## src/rtl/multicycle_control_if.sv

```systemverilog
// Signal bundle between the multi-cycle controller and the RV32I datapath/memory.
// master = controller side, slave = datapath side.
interface multicycle_control_if;
  logic [6:0] opcode;
  logic [2:0] funct3;
  logic [6:0] funct7;
  logic       mem_ready;
  logic       branch_taken;
  logic       mem_req;
  logic       mem_we;
  logic       ir_write;
  logic       pc_write;
  logic [1:0] pc_src;
  logic [1:0] ALUOp;
  logic       ALUSrc;
  logic [1:0] alu_a_sel;
  logic       RegWrite;
  logic [1:0] wb_sel;
  logic       mul_start;
  logic       illegal_instr;
  logic       bus_error;
  logic [2:0] state_dbg;

  modport master (
    input  opcode, funct3, funct7, mem_ready, branch_taken,
    output mem_req, mem_we, ir_write, pc_write, pc_src, ALUOp, ALUSrc,
           alu_a_sel, RegWrite, wb_sel, mul_start, illegal_instr, bus_error,
           state_dbg
  );

  modport slave (
    output opcode, funct3, funct7, mem_ready, branch_taken,
    input  mem_req, mem_we, ir_write, pc_write, pc_src, ALUOp, ALUSrc,
           alu_a_sel, RegWrite, wb_sel, mul_start, illegal_instr, bus_error,
           state_dbg
  );
endinterface

```

## src/rtl/multicycle_control.sv

```systemverilog
// Sequenced RV32I controller: fetch, decode/legality check, execute, memory,
// write-back, optional M-extension wait, and sticky illegal/bus-error traps.
module multicycle_control #(
  parameter int unsigned ENABLE_M     = 0,
  parameter int unsigned MUL_LAT      = 4,
  parameter int unsigned MAX_MEM_WAIT = 15
) (
  input  logic                 clk,
  input  logic                 rst,
  multicycle_control_if.master bus
);

  typedef enum logic [2:0] {
    S_FETCH    = 3'd0,
    S_DECODE   = 3'd1,
    S_EXEC     = 3'd2,
    S_MUL_WAIT = 3'd3,
    S_MEM      = 3'd4,
    S_WB       = 3'd5,
    S_TRAP     = 3'd6
  } state_t;

  typedef enum logic [3:0] {
    C_R       = 4'd0,
    C_I       = 4'd1,
    C_LOAD    = 4'd2,
    C_STORE   = 4'd3,
    C_BRANCH  = 4'd4,
    C_JAL     = 4'd5,
    C_JALR    = 4'd6,
    C_LUI     = 4'd7,
    C_AUIPC   = 4'd8,
    C_MUL     = 4'd9,
    C_ILLEGAL = 4'd10
  } iclass_t;

  localparam int WAIT_W = (MAX_MEM_WAIT > 1) ? $clog2(MAX_MEM_WAIT) : 1;
  localparam int MUL_W  = (MUL_LAT > 1) ? $clog2(MUL_LAT) : 1;
  localparam logic [WAIT_W-1:0] WAIT_LAST = WAIT_W'(MAX_MEM_WAIT - 1);
  localparam logic [MUL_W-1:0]  MUL_LAST  = MUL_W'(MUL_LAT - 1);

  function automatic iclass_t decode_class(input logic [6:0] op,
                                           input logic [2:0] f3,
                                           input logic [6:0] f7);
    iclass_t c;
    c = C_ILLEGAL;
    case (op)
      7'b0110011: begin
        if (f7 == 7'b0000000) begin
          c = C_R;
        end else if (f7 == 7'b0100000 && (f3 == 3'b000 || f3 == 3'b101)) begin
          c = C_R;
        end else if (f7 == 7'b0000001 && ENABLE_M != 0) begin
          c = C_MUL;
        end else begin
          c = C_ILLEGAL;
        end
      end
      7'b0010011: begin
        if (f3 == 3'b001 && f7 != 7'b0000000) begin
          c = C_ILLEGAL;
        end else if (f3 == 3'b101 && f7 != 7'b0000000 && f7 != 7'b0100000) begin
          c = C_ILLEGAL;
        end else begin
          c = C_I;
        end
      end
      7'b0000011: c = C_LOAD;
      7'b0100011: c = C_STORE;
      7'b1100011: c = C_BRANCH;
      7'b1101111: c = C_JAL;
      7'b1100111: c = (f3 == 3'b000) ? C_JALR : C_ILLEGAL;
      7'b0110111: c = C_LUI;
      7'b0010111: c = C_AUIPC;
      default:    c = C_ILLEGAL;
    endcase
    return c;
  endfunction

  state_t            state_r, state_nx;
  iclass_t           class_r, dec_class_s;
  logic [WAIT_W-1:0] wait_cnt_r, wait_nx;
  logic [MUL_W-1:0]  mul_cnt_r, mul_nx;
  logic              illegal_r, bus_err_r, set_ill_s, set_bus_s;

  logic       mem_req_s, mem_we_s, ir_write_s, pc_write_s, alu_src_s;
  logic       reg_write_s, mul_start_s;
  logic [1:0] pc_src_s, alu_op_s, alu_a_sel_s, wb_sel_s;

  assign dec_class_s = decode_class(bus.opcode, bus.funct3, bus.funct7);

  // State, counters, instruction class and sticky trap flags.
  always_ff @(posedge clk or posedge rst) begin
    if (rst) begin
      state_r    <= S_FETCH;
      class_r    <= C_R;
      wait_cnt_r <= '0;
      mul_cnt_r  <= '0;
      illegal_r  <= 1'b0;
      bus_err_r  <= 1'b0;
    end else begin
      state_r    <= state_nx;
      wait_cnt_r <= wait_nx;
      mul_cnt_r  <= mul_nx;
      if (state_r == S_DECODE) begin
        class_r <= dec_class_s;
      end
      if (set_ill_s) begin
        illegal_r <= 1'b1;
      end
      if (set_bus_s) begin
        bus_err_r <= 1'b1;
      end
    end
  end

  // Next state and per-state control outputs. Counters fall back to zero
  // in every other state, so they are already clear on entry to FETCH/MEM.
  always_comb begin
    state_nx    = state_r;
    wait_nx     = '0;
    mul_nx      = '0;
    set_ill_s   = 1'b0;
    set_bus_s   = 1'b0;
    mem_req_s   = 1'b0;
    mem_we_s    = 1'b0;
    ir_write_s  = 1'b0;
    pc_write_s  = 1'b0;
    pc_src_s    = 2'b00;
    alu_op_s    = 2'b00;
    alu_src_s   = 1'b0;
    alu_a_sel_s = 2'b00;
    reg_write_s = 1'b0;
    wb_sel_s    = 2'b00;
    mul_start_s = 1'b0;
    case (state_r)
      S_FETCH: begin
        mem_req_s = 1'b1;
        if (bus.mem_ready) begin
          ir_write_s = 1'b1;
          state_nx   = S_DECODE;
        end else if (wait_cnt_r == WAIT_LAST) begin
          set_bus_s = 1'b1;
          state_nx  = S_TRAP;
        end else begin
          wait_nx = wait_cnt_r + WAIT_W'(1);
        end
      end
      S_DECODE: begin
        if (dec_class_s == C_ILLEGAL) begin
          set_ill_s = 1'b1;
          state_nx  = S_TRAP;
        end else begin
          state_nx = S_EXEC;
        end
      end
      S_EXEC: begin
        case (class_r)
          C_R: begin
            alu_op_s = 2'b10;
            state_nx = S_WB;
          end
          C_I: begin
            alu_op_s  = 2'b11;
            alu_src_s = 1'b1;
            state_nx  = S_WB;
          end
          C_LUI: begin
            alu_src_s   = 1'b1;
            alu_a_sel_s = 2'b10;
            state_nx    = S_WB;
          end
          C_AUIPC: begin
            alu_src_s   = 1'b1;
            alu_a_sel_s = 2'b01;
            state_nx    = S_WB;
          end
          C_LOAD, C_STORE: begin
            alu_src_s = 1'b1;
            state_nx  = S_MEM;
          end
          C_BRANCH: begin
            alu_op_s   = 2'b01;
            pc_write_s = 1'b1;
            pc_src_s   = bus.branch_taken ? 2'b01 : 2'b00;
            state_nx   = S_FETCH;
          end
          C_JAL, C_JALR: begin
            pc_write_s  = 1'b1;
            pc_src_s    = 2'b10;
            reg_write_s = 1'b1;
            wb_sel_s    = 2'b10;
            alu_src_s   = 1'b1;
            alu_a_sel_s = (class_r == C_JAL) ? 2'b01 : 2'b00;
            state_nx    = S_FETCH;
          end
          C_MUL: begin
            alu_op_s    = 2'b10;
            mul_start_s = 1'b1;
            state_nx    = S_MUL_WAIT;
          end
          default: begin
            state_nx = S_FETCH;
          end
        endcase
      end
      S_MUL_WAIT: begin
        if (mul_cnt_r == MUL_LAST) begin
          state_nx = S_WB;
        end else begin
          mul_nx = mul_cnt_r + MUL_W'(1);
        end
      end
      S_MEM: begin
        mem_req_s = 1'b1;
        mem_we_s  = (class_r == C_STORE);
        if (bus.mem_ready) begin
          if (class_r == C_STORE) begin
            pc_write_s = 1'b1;
            state_nx   = S_FETCH;
          end else begin
            state_nx = S_WB;
          end
        end else if (wait_cnt_r == WAIT_LAST) begin
          set_bus_s = 1'b1;
          state_nx  = S_TRAP;
        end else begin
          wait_nx = wait_cnt_r + WAIT_W'(1);
        end
      end
      S_WB: begin
        reg_write_s = 1'b1;
        wb_sel_s    = (class_r == C_LOAD) ? 2'b01 : 2'b00;
        pc_write_s  = 1'b1;
        state_nx    = S_FETCH;
      end
      S_TRAP: begin
        state_nx = S_TRAP;
      end
      default: begin
        state_nx = S_FETCH;
      end
    endcase
  end

  // While rst is held the FSM sits in FETCH, so every output is forced low.
  assign bus.mem_req       = mem_req_s & ~rst;
  assign bus.mem_we        = mem_we_s & ~rst;
  assign bus.ir_write      = ir_write_s & ~rst;
  assign bus.pc_write      = pc_write_s & ~rst;
  assign bus.pc_src        = rst ? 2'b00 : pc_src_s;
  assign bus.ALUOp         = rst ? 2'b00 : alu_op_s;
  assign bus.ALUSrc        = alu_src_s & ~rst;
  assign bus.alu_a_sel     = rst ? 2'b00 : alu_a_sel_s;
  assign bus.RegWrite      = reg_write_s & ~rst;
  assign bus.wb_sel        = rst ? 2'b00 : wb_sel_s;
  assign bus.mul_start     = mul_start_s & ~rst;
  assign bus.illegal_instr = illegal_r & ~rst;
  assign bus.bus_error     = bus_err_r & ~rst;
  assign bus.state_dbg     = rst ? 3'd0 : state_r;

endmodule

```

## src/flat_wrapper.sv

```systemverilog
// flat-port wrapper written by rule: the top's interface ports become plain ports
module multicycle_control_flat 
#(
  parameter int unsigned ENABLE_M     = 0,
  parameter int unsigned MUL_LAT      = 4,
  parameter int unsigned MAX_MEM_WAIT = 15
)
  (clk, rst, bus_opcode, bus_funct3, bus_funct7, bus_mem_ready, bus_branch_taken, bus_mem_req, bus_mem_we, bus_ir_write, bus_pc_write, bus_pc_src, bus_ALUOp, bus_ALUSrc, bus_alu_a_sel, bus_RegWrite, bus_wb_sel, bus_mul_start, bus_illegal_instr, bus_bus_error, bus_state_dbg);
  multicycle_control_if bus_i ();
  input  logic clk;
  input  logic rst;
  input wire logic [$bits(bus_i.opcode)-1:0] bus_opcode;
  input wire logic [$bits(bus_i.funct3)-1:0] bus_funct3;
  input wire logic [$bits(bus_i.funct7)-1:0] bus_funct7;
  input wire logic [$bits(bus_i.mem_ready)-1:0] bus_mem_ready;
  input wire logic [$bits(bus_i.branch_taken)-1:0] bus_branch_taken;
  output wire logic [$bits(bus_i.mem_req)-1:0] bus_mem_req;
  output wire logic [$bits(bus_i.mem_we)-1:0] bus_mem_we;
  output wire logic [$bits(bus_i.ir_write)-1:0] bus_ir_write;
  output wire logic [$bits(bus_i.pc_write)-1:0] bus_pc_write;
  output wire logic [$bits(bus_i.pc_src)-1:0] bus_pc_src;
  output wire logic [$bits(bus_i.ALUOp)-1:0] bus_ALUOp;
  output wire logic [$bits(bus_i.ALUSrc)-1:0] bus_ALUSrc;
  output wire logic [$bits(bus_i.alu_a_sel)-1:0] bus_alu_a_sel;
  output wire logic [$bits(bus_i.RegWrite)-1:0] bus_RegWrite;
  output wire logic [$bits(bus_i.wb_sel)-1:0] bus_wb_sel;
  output wire logic [$bits(bus_i.mul_start)-1:0] bus_mul_start;
  output wire logic [$bits(bus_i.illegal_instr)-1:0] bus_illegal_instr;
  output wire logic [$bits(bus_i.bus_error)-1:0] bus_bus_error;
  output wire logic [$bits(bus_i.state_dbg)-1:0] bus_state_dbg;
  assign bus_i.opcode = bus_opcode;
  assign bus_i.funct3 = bus_funct3;
  assign bus_i.funct7 = bus_funct7;
  assign bus_i.mem_ready = bus_mem_ready;
  assign bus_i.branch_taken = bus_branch_taken;
  assign bus_mem_req = bus_i.mem_req;
  assign bus_mem_we = bus_i.mem_we;
  assign bus_ir_write = bus_i.ir_write;
  assign bus_pc_write = bus_i.pc_write;
  assign bus_pc_src = bus_i.pc_src;
  assign bus_ALUOp = bus_i.ALUOp;
  assign bus_ALUSrc = bus_i.ALUSrc;
  assign bus_alu_a_sel = bus_i.alu_a_sel;
  assign bus_RegWrite = bus_i.RegWrite;
  assign bus_wb_sel = bus_i.wb_sel;
  assign bus_mul_start = bus_i.mul_start;
  assign bus_illegal_instr = bus_i.illegal_instr;
  assign bus_bus_error = bus_i.bus_error;
  assign bus_state_dbg = bus_i.state_dbg;
  multicycle_control #(.ENABLE_M(ENABLE_M), .MUL_LAT(MUL_LAT), .MAX_MEM_WAIT(MAX_MEM_WAIT)) u_core (.clk(clk), .rst(rst), .bus(bus_i));
endmodule
```

## config.mk

```make
export PLATFORM = sky130hd
export DESIGN_NAME = multicycle_control_flat
export DESIGN_NICKNAME = d
export VERILOG_FILES = /design/src/rtl/multicycle_control_if.sv /design/src/rtl/multicycle_control.sv /design/src/flat_wrapper.sv
export SDC_FILE = /design/constraint.sdc
export NUM_CORES = 1
export LEC_CHECK = 0
export BUFFER_PORTS_ARGS = -buffer_cell sky130_fd_sc_hd__buf_2
export CORE_UTILIZATION = 30
export DETAILED_ROUTE_END_ITERATION = 8
export PLACE_DENSITY = 0.63
export SYNTH_ARGS = -nofsm -noshare
export SYNTH_HDL_FRONTEND = slang
export SYNTH_SLANG_ARGS = --single-unit
```

## constraint.sdc

```tcl
create_clock -name clk -period 4.6 [get_ports clk]
set_clock_uncertainty 0.1 [all_clocks]
set_input_delay 0.23 -clock clk [delete_from_list [all_inputs] [get_ports clk]]
set_output_delay 0.23 -clock clk [all_outputs]
set_load 0.05 [all_outputs]
```

==> Word-level counts from Yosys, hierarchy flattened <==
Index checks and enable logic that the tools add are counted.
{ "classes": {"div_mod_pow": 0, "n_shift": 0, "n_addsub": 2, "mux": 54, "magnitude_cmp": 0, "reduce_logical": 17, "bitwise": 10, "eq_ne": 32, "mul": 0} }
{ "ops": {"columns": ["op", "n"], "rows": [
  ["case mux 4 bit (9 select lines)", 1],
  ["two-way mux 4 bit", 8],
  ["equality test 7 x 6 -> 1 bit (second input constant)", 4],
  ["equality test 7 bit (second input constant)", 3],
  ["two-way mux 3 bit", 7],
  ["two-way mux 1 bit", 20],
  ["two-way mux 2 bit", 10],
  ["case mux 3 bit (6 select lines)", 1],
  ["equality test 4 x 3 -> 1 bit (second input constant)", 4],
  ["equality test 4 bit (second input constant)", 4],
  ["equality test 7 x 5 -> 1 bit (second input constant)", 2],
  ["equality test 3 bit (second input constant)", 4],
  ["case mux 2 bit (3 select lines)", 2],
  ["bitwise AND 1 bit", 9],
  ["case mux 3 bit (3 select lines)", 1],
  ["equality test 4 x 2 -> 1 bit (second input constant)", 2],
  ["case mux 2 bit (2 select lines)", 2],
  ["OR reduction 2 bit", 4],
  ["equality test 7 x 2 -> 1 bit (second input constant)", 1],
  ["zero test 7 bit", 1],
  ["!= test 7 x 6 -> 1 bit (second input constant)", 1],
  ["nonzero test 7 bit", 1],
  ["OR reduction 7 bit", 1],
  ["equality test 3 x 1 -> 1 bit (second input constant)", 2],
  ["other kinds (15)", 20]
]} }
{ "totals": {"inputBits": 21, "out_inout_bits": 20, "register_bits": 15, "wordCells": 121, "ramBits": 0, "n_memories": 0, "latch_bits": 0, "rom_bits": 0} }

==> Logic depth before layout (Yosys ltp) <==
{ "depth": {"depth_word": 9, "depth_mapped": 6, "mapped_depth_nobuf": 6} }

==> Worst setup path after synthesis <==
No wires, ideal clock.
{ "synth_path": {"kind": "register to output", "start": "register u_core.state_r[2]", "end": "output bus_wb_sel[0]", "stages_incl_launch_ff": 6, "slack_ps": 1243, "t_arrival_ps": 3027, "required_ps": 4270, "n_path_buf": 1, "path_cell_list": "dfrtp_1 -> clkbuf_1 -> inv_1 -> nor2_1 -> nand3_1 -> nor4_1"} }
{ "synth_between": {"elab_chain_len": 3, "word_cells_on_any_way": 4, "classes_between": "2 x eq/ne; 2 x mux"} }
{ "synth_lines": {"columns": ["item", "line", "source"], "rows": [
  ["start: declaration", "multicycle_control.sv:80", "state_t state_r, state_nx;"],
  ["start signal: assignment", "multicycle_control.sv:102", "state_r <= state_nx;"],
  ["equality test 3 bit or equality test 3 x 2 -> 1 bit (tied branches)", "multicycle_control.sv:136", "case (state_r)"],
  ["case mux 2 bit (2 select lines) *", "multicycle_control.sv:136", null],
  ["two-way mux 2 bit *", "multicycle_control.sv:256", "assign bus.wb_sel = rst ? 2'b00 : wb_sel_s;"],
  ["end: declaration", "flat_wrapper.sv:26", "output wire logic [$bits(bus_i.wb_sel)-1:0] bus_wb_sel;"]
]} }
Every way passes the cells marked *; elsewhere a longest branch is shown, timed or not.

==> Final worst setup path <==
{ "layout_path": {"start": "register u_core.class_r[0]", "end": "output bus_pc_write"} }
{ "layout_between": {"elab_chain_len": 5, "word_cells_on_any_way": 10, "classes_between": "4 x eq/ne; 4 x mux; 1 x bitwise; 1 x reduce/logical"} }
{ "layout_lines": {"columns": ["item", "line", "source"], "rows": [
  ["start: declaration", "multicycle_control.sv:81", "iclass_t class_r, dec_class_s;"],
  ["start signal: assignment", "multicycle_control.sv:106", "class_r <= dec_class_s;"],
  ["equality test 4 x 3 -> 1 bit or equality test 4 x 2 -> 1 bit (tied branches)", "multicycle_control.sv:158, multicycle_control.sv:218", null],
  ["OR reduction 3 bit (no source line) or two-way mux 1 bit (tied branches)", null, null],
  ["two-way mux 1 bit (on tied branches)", "multicycle_control.sv:158, multicycle_control.sv:217", null],
  ["case mux 1 bit (3 select lines) *", "multicycle_control.sv:136", null],
  ["bitwise AND 1 bit *", "multicycle_control.sv:250", "assign bus.pc_write = pc_write_s & ~rst;"],
  ["end: declaration", "flat_wrapper.sv:20", "output wire logic [$bits(bus_i.pc_write)-1:0] bus_pc_write;"]
]} }
Marked as above.

==> results.toml <==
[grt]
track_usage = 0.146
antenna_found_initial = 0
grt_pass1_vias = 1103
grt_max_degree = 17
grt_pass1_wl_mm = 4.95
grt_overflow_total = 0

[worst_setup_path]
slowest_delay_ps = 550
cp_max_fo = 10
rrSetupSlack_ps = 2760
reg2reg_depth = 4
startpoint = "u_core.class_r[0]"
path_cells = "nand2_1, nor3_1, a21oi_1, or3_1, a21oi_1, buf_2"
cp.arrival_ps = 2120
cp.required_ps = 4270
path_common_cell = "a21oi_1"
path_delay_family = "simple AND/OR/NAND/NOR gates"
slowest_stage = "dfrtp_1"
start_kind = "flip-flop"
regToRegEndpoint = "u_core.state_r[2]"
r2r_start = "u_core.state_r[0]"
worstSetupPathType = "flip-flop to primary output"
crit_buf_inv = 1
worst_setup_path_end_kind = "primary output"

[placement]
dp_slack_ps = 2450
port_buffers = 40
dpl_cell_area_um2 = 1470
gp_congestion = 0.833
dp_hpwl_mm = 2.31
placed_cells = 239

[floorplanning]
die_y_um = 67.1
coreArea_um2 = 4030
initial_core_util = 0.315
rows = 23
die_x_um = 67.1
ioPinCount = 41
die-area_um2 = 4500

[cells_and_area]
regArea_um2 = 375
fin_area_um2 = 1520
final_cell_count_no_fill = 243
drive_gt1_frac = 0.269
antennaDiodeCount = 0
fin_util = 0.377
area_delta_synth_final_pct = 19.6
final_nets = 218
multi_input_area_um2 = 801
fillCellCount = 436

[synth]
synth_area_um2 = 1270
synth-seq-area-share = 0.296
yosys_most_used_dff = "dfrtp_1"
syn_nets = 183
ys.warnings.count = 0
postSynth.asyncResetShare = 1.00
syn_avg_cell_area_um2 = 7.99
synth_xor_area_frac = 0.0483
synth_top_family_by_area = "simple AND/OR/NAND/NOR gates"
synthAdderAreaFrac = 0.0296
synth-simple-area-share = 0.322
synth_compound_gate_area_share = 0.223
synth-edff-count = 0
synth.distinct_cells = 51
yosys_register_bits = 15
synth_cells = 159
synthMuxAreaShare = 0.00788

[clock_network]
root_buffer = "clkbuf_8"
clk_pin_slew_ps = 60
cts_made_buffers = 3
hold_buffers = 0
clk-insertion-delay-late_ps = 250
cts_max_level = 1
clk_path_buf_depth = 2
cts_tree = "done"
clock_sinks = 15
postCtsSetupRepairBufs = 0
cts_resized = 0

[drt]
drt-pass1-iter-count = 4
drt-total-wl_mm = 3.01
post_drt_wl_per_cell_um = 12.4
viasPerCell = 5.24
vias = 1273
drc = 0
first_iter_violations = 120
postRouteAntennaNets = 0

[timing]
fin_crit_ps = 2450
hold_ws_ps = 33.2
post-route-period-util = 0.532
slew_headroom = 0.598
timing.fmax_mhz = 409
tightest_slew_ps = 602
rsz0062_at_grt = "no"
finalHoldViolCount = 0
finalSetupTns_ps = 0
worst_slack_ps = 2150
report.final.slew_viol_count = 0
setup_viol = 0

[pwr]
total_power_mw = 0.291
p_per_area_nw_per_um2 = 191
leakage_nw = 0.710
peakVddDrop_mv = 0.0759

[worst_hold_path]
hold_class = "input pin to asynchronous set/reset pin"

[outcome]
status = "finished, final reports clean"

[run]
drv_cap = 0
## synthesized netlist by cell type (2+ instances only)
cell type	n	area [um2]
a211oi_1	2	15.0
a21boi_0	2	15.0
a21oi_1	3	15.0
and3_1	4	25.0
buf_2	3	15.0
buf_6	2	22.5
clkbuf_1	4	15.0
dfrtp_1	15	375
ha_1	3	37.5
inv_1	8	30.0
nand2_1	13	48.8
nand2b_1	7	43.8
nand3_1	5	25.0
nor2_1	20	75.1
nor2b_1	7	43.8
nor3_1	8	40.0
nor4_1	2	12.5
o21ai_0	10	50.1
o21bai_1	2	15.0
o22ai_1	2	12.5
o31ai_1	2	15.0
xnor2_1	4	35.0
xor2_1	3	26.3
## cells by family (layout without fill, tap and decap cells)
logic type / Yosys count / in the layout
AO/OA/AOI/OAI: 37 / 37
XOR/XNOR: 7 / 7
adder cells (fa/ha/maj): 3 / 3
buffers and inverters: 19 / 53
flip-flops: 15 / 15
multiplexers: 1 / 1
AND/OR/NAND/NOR: 77 / 77
## per-layer routing
metal | track usage | vias up | part of all wire
li1 | - | 638 | -
met1 | 0.196 | 584 | 0.47
met2 | 0.230 | 46 | 0.46
met3 | 0.0223 | 5 | 0.055
met4 | 0.0559 | 0 | 0.015
met5 | 0 | - | 0
## cell usage in the layout (no fill, tap or decap), types with 2 or more instances in the layout
cell / n
clkbuf_8: 3
o22ai_1: 2
buf_2: 40
a21oi_1: 3
o31ai_1: 2
o21bai_1: 2
a21boi_0: 2
and3_1: 4
nand2_1: 13
nor4_1: 2
dfrtp_1: 15
nand2b_1: 7
inv_1: 8
xnor2_1: 4
nor2b_1: 7
o21ai_0: 10
nor3_1: 8
xor2_1: 3
ha_1: 3
a211oi_1: 2
nand3_1: 5
nor2_1: 20
## sequential cells by signal, summed over array words and instances (netlist names)
register and flops:
u_core.class_r 4, u_core.bus_err_r 1, u_core.wait_cnt_r 4, u_core.illegal_r 1
u_core.state_r 3, u_core.mul_cnt_r 2
## worst max-delay path by stage
stage                    end  slack, ps  depth (start not counted)
6_report        bus_pc_write       2150                          6
5_1_grt         bus_pc_write       1960                          6
4_1_cts        bus_pc_src[0]       2150                          5
3_5_place_dp    bus_pc_write       2450                          6
3_3_place_gp   bus_pc_src[0]       2480                          5
2_1_floorplan  bus_wb_sel[0]       1240                          5
## report_power, final
part	switching [mW]	leakage, nW	internal (mW)
combinational	0.0305	0.508	0.0169
sequential	0.000891	0.176	0.133
clock	0.0493	0.0255	0.0601
total	0.0807	0.710	0.210
## cell type report
cell class,count,area share
Clock buffer,3,0.0272
Clock inverter,1,0.00329
Inverter,9,0.0222
Multi-Input combinational cell,125,0.527
Sequential cell,15,0.247
Tap cell,50,0.0412
Timing Repair Buffer,40,0.132
(Power assumes the default switching activity.)
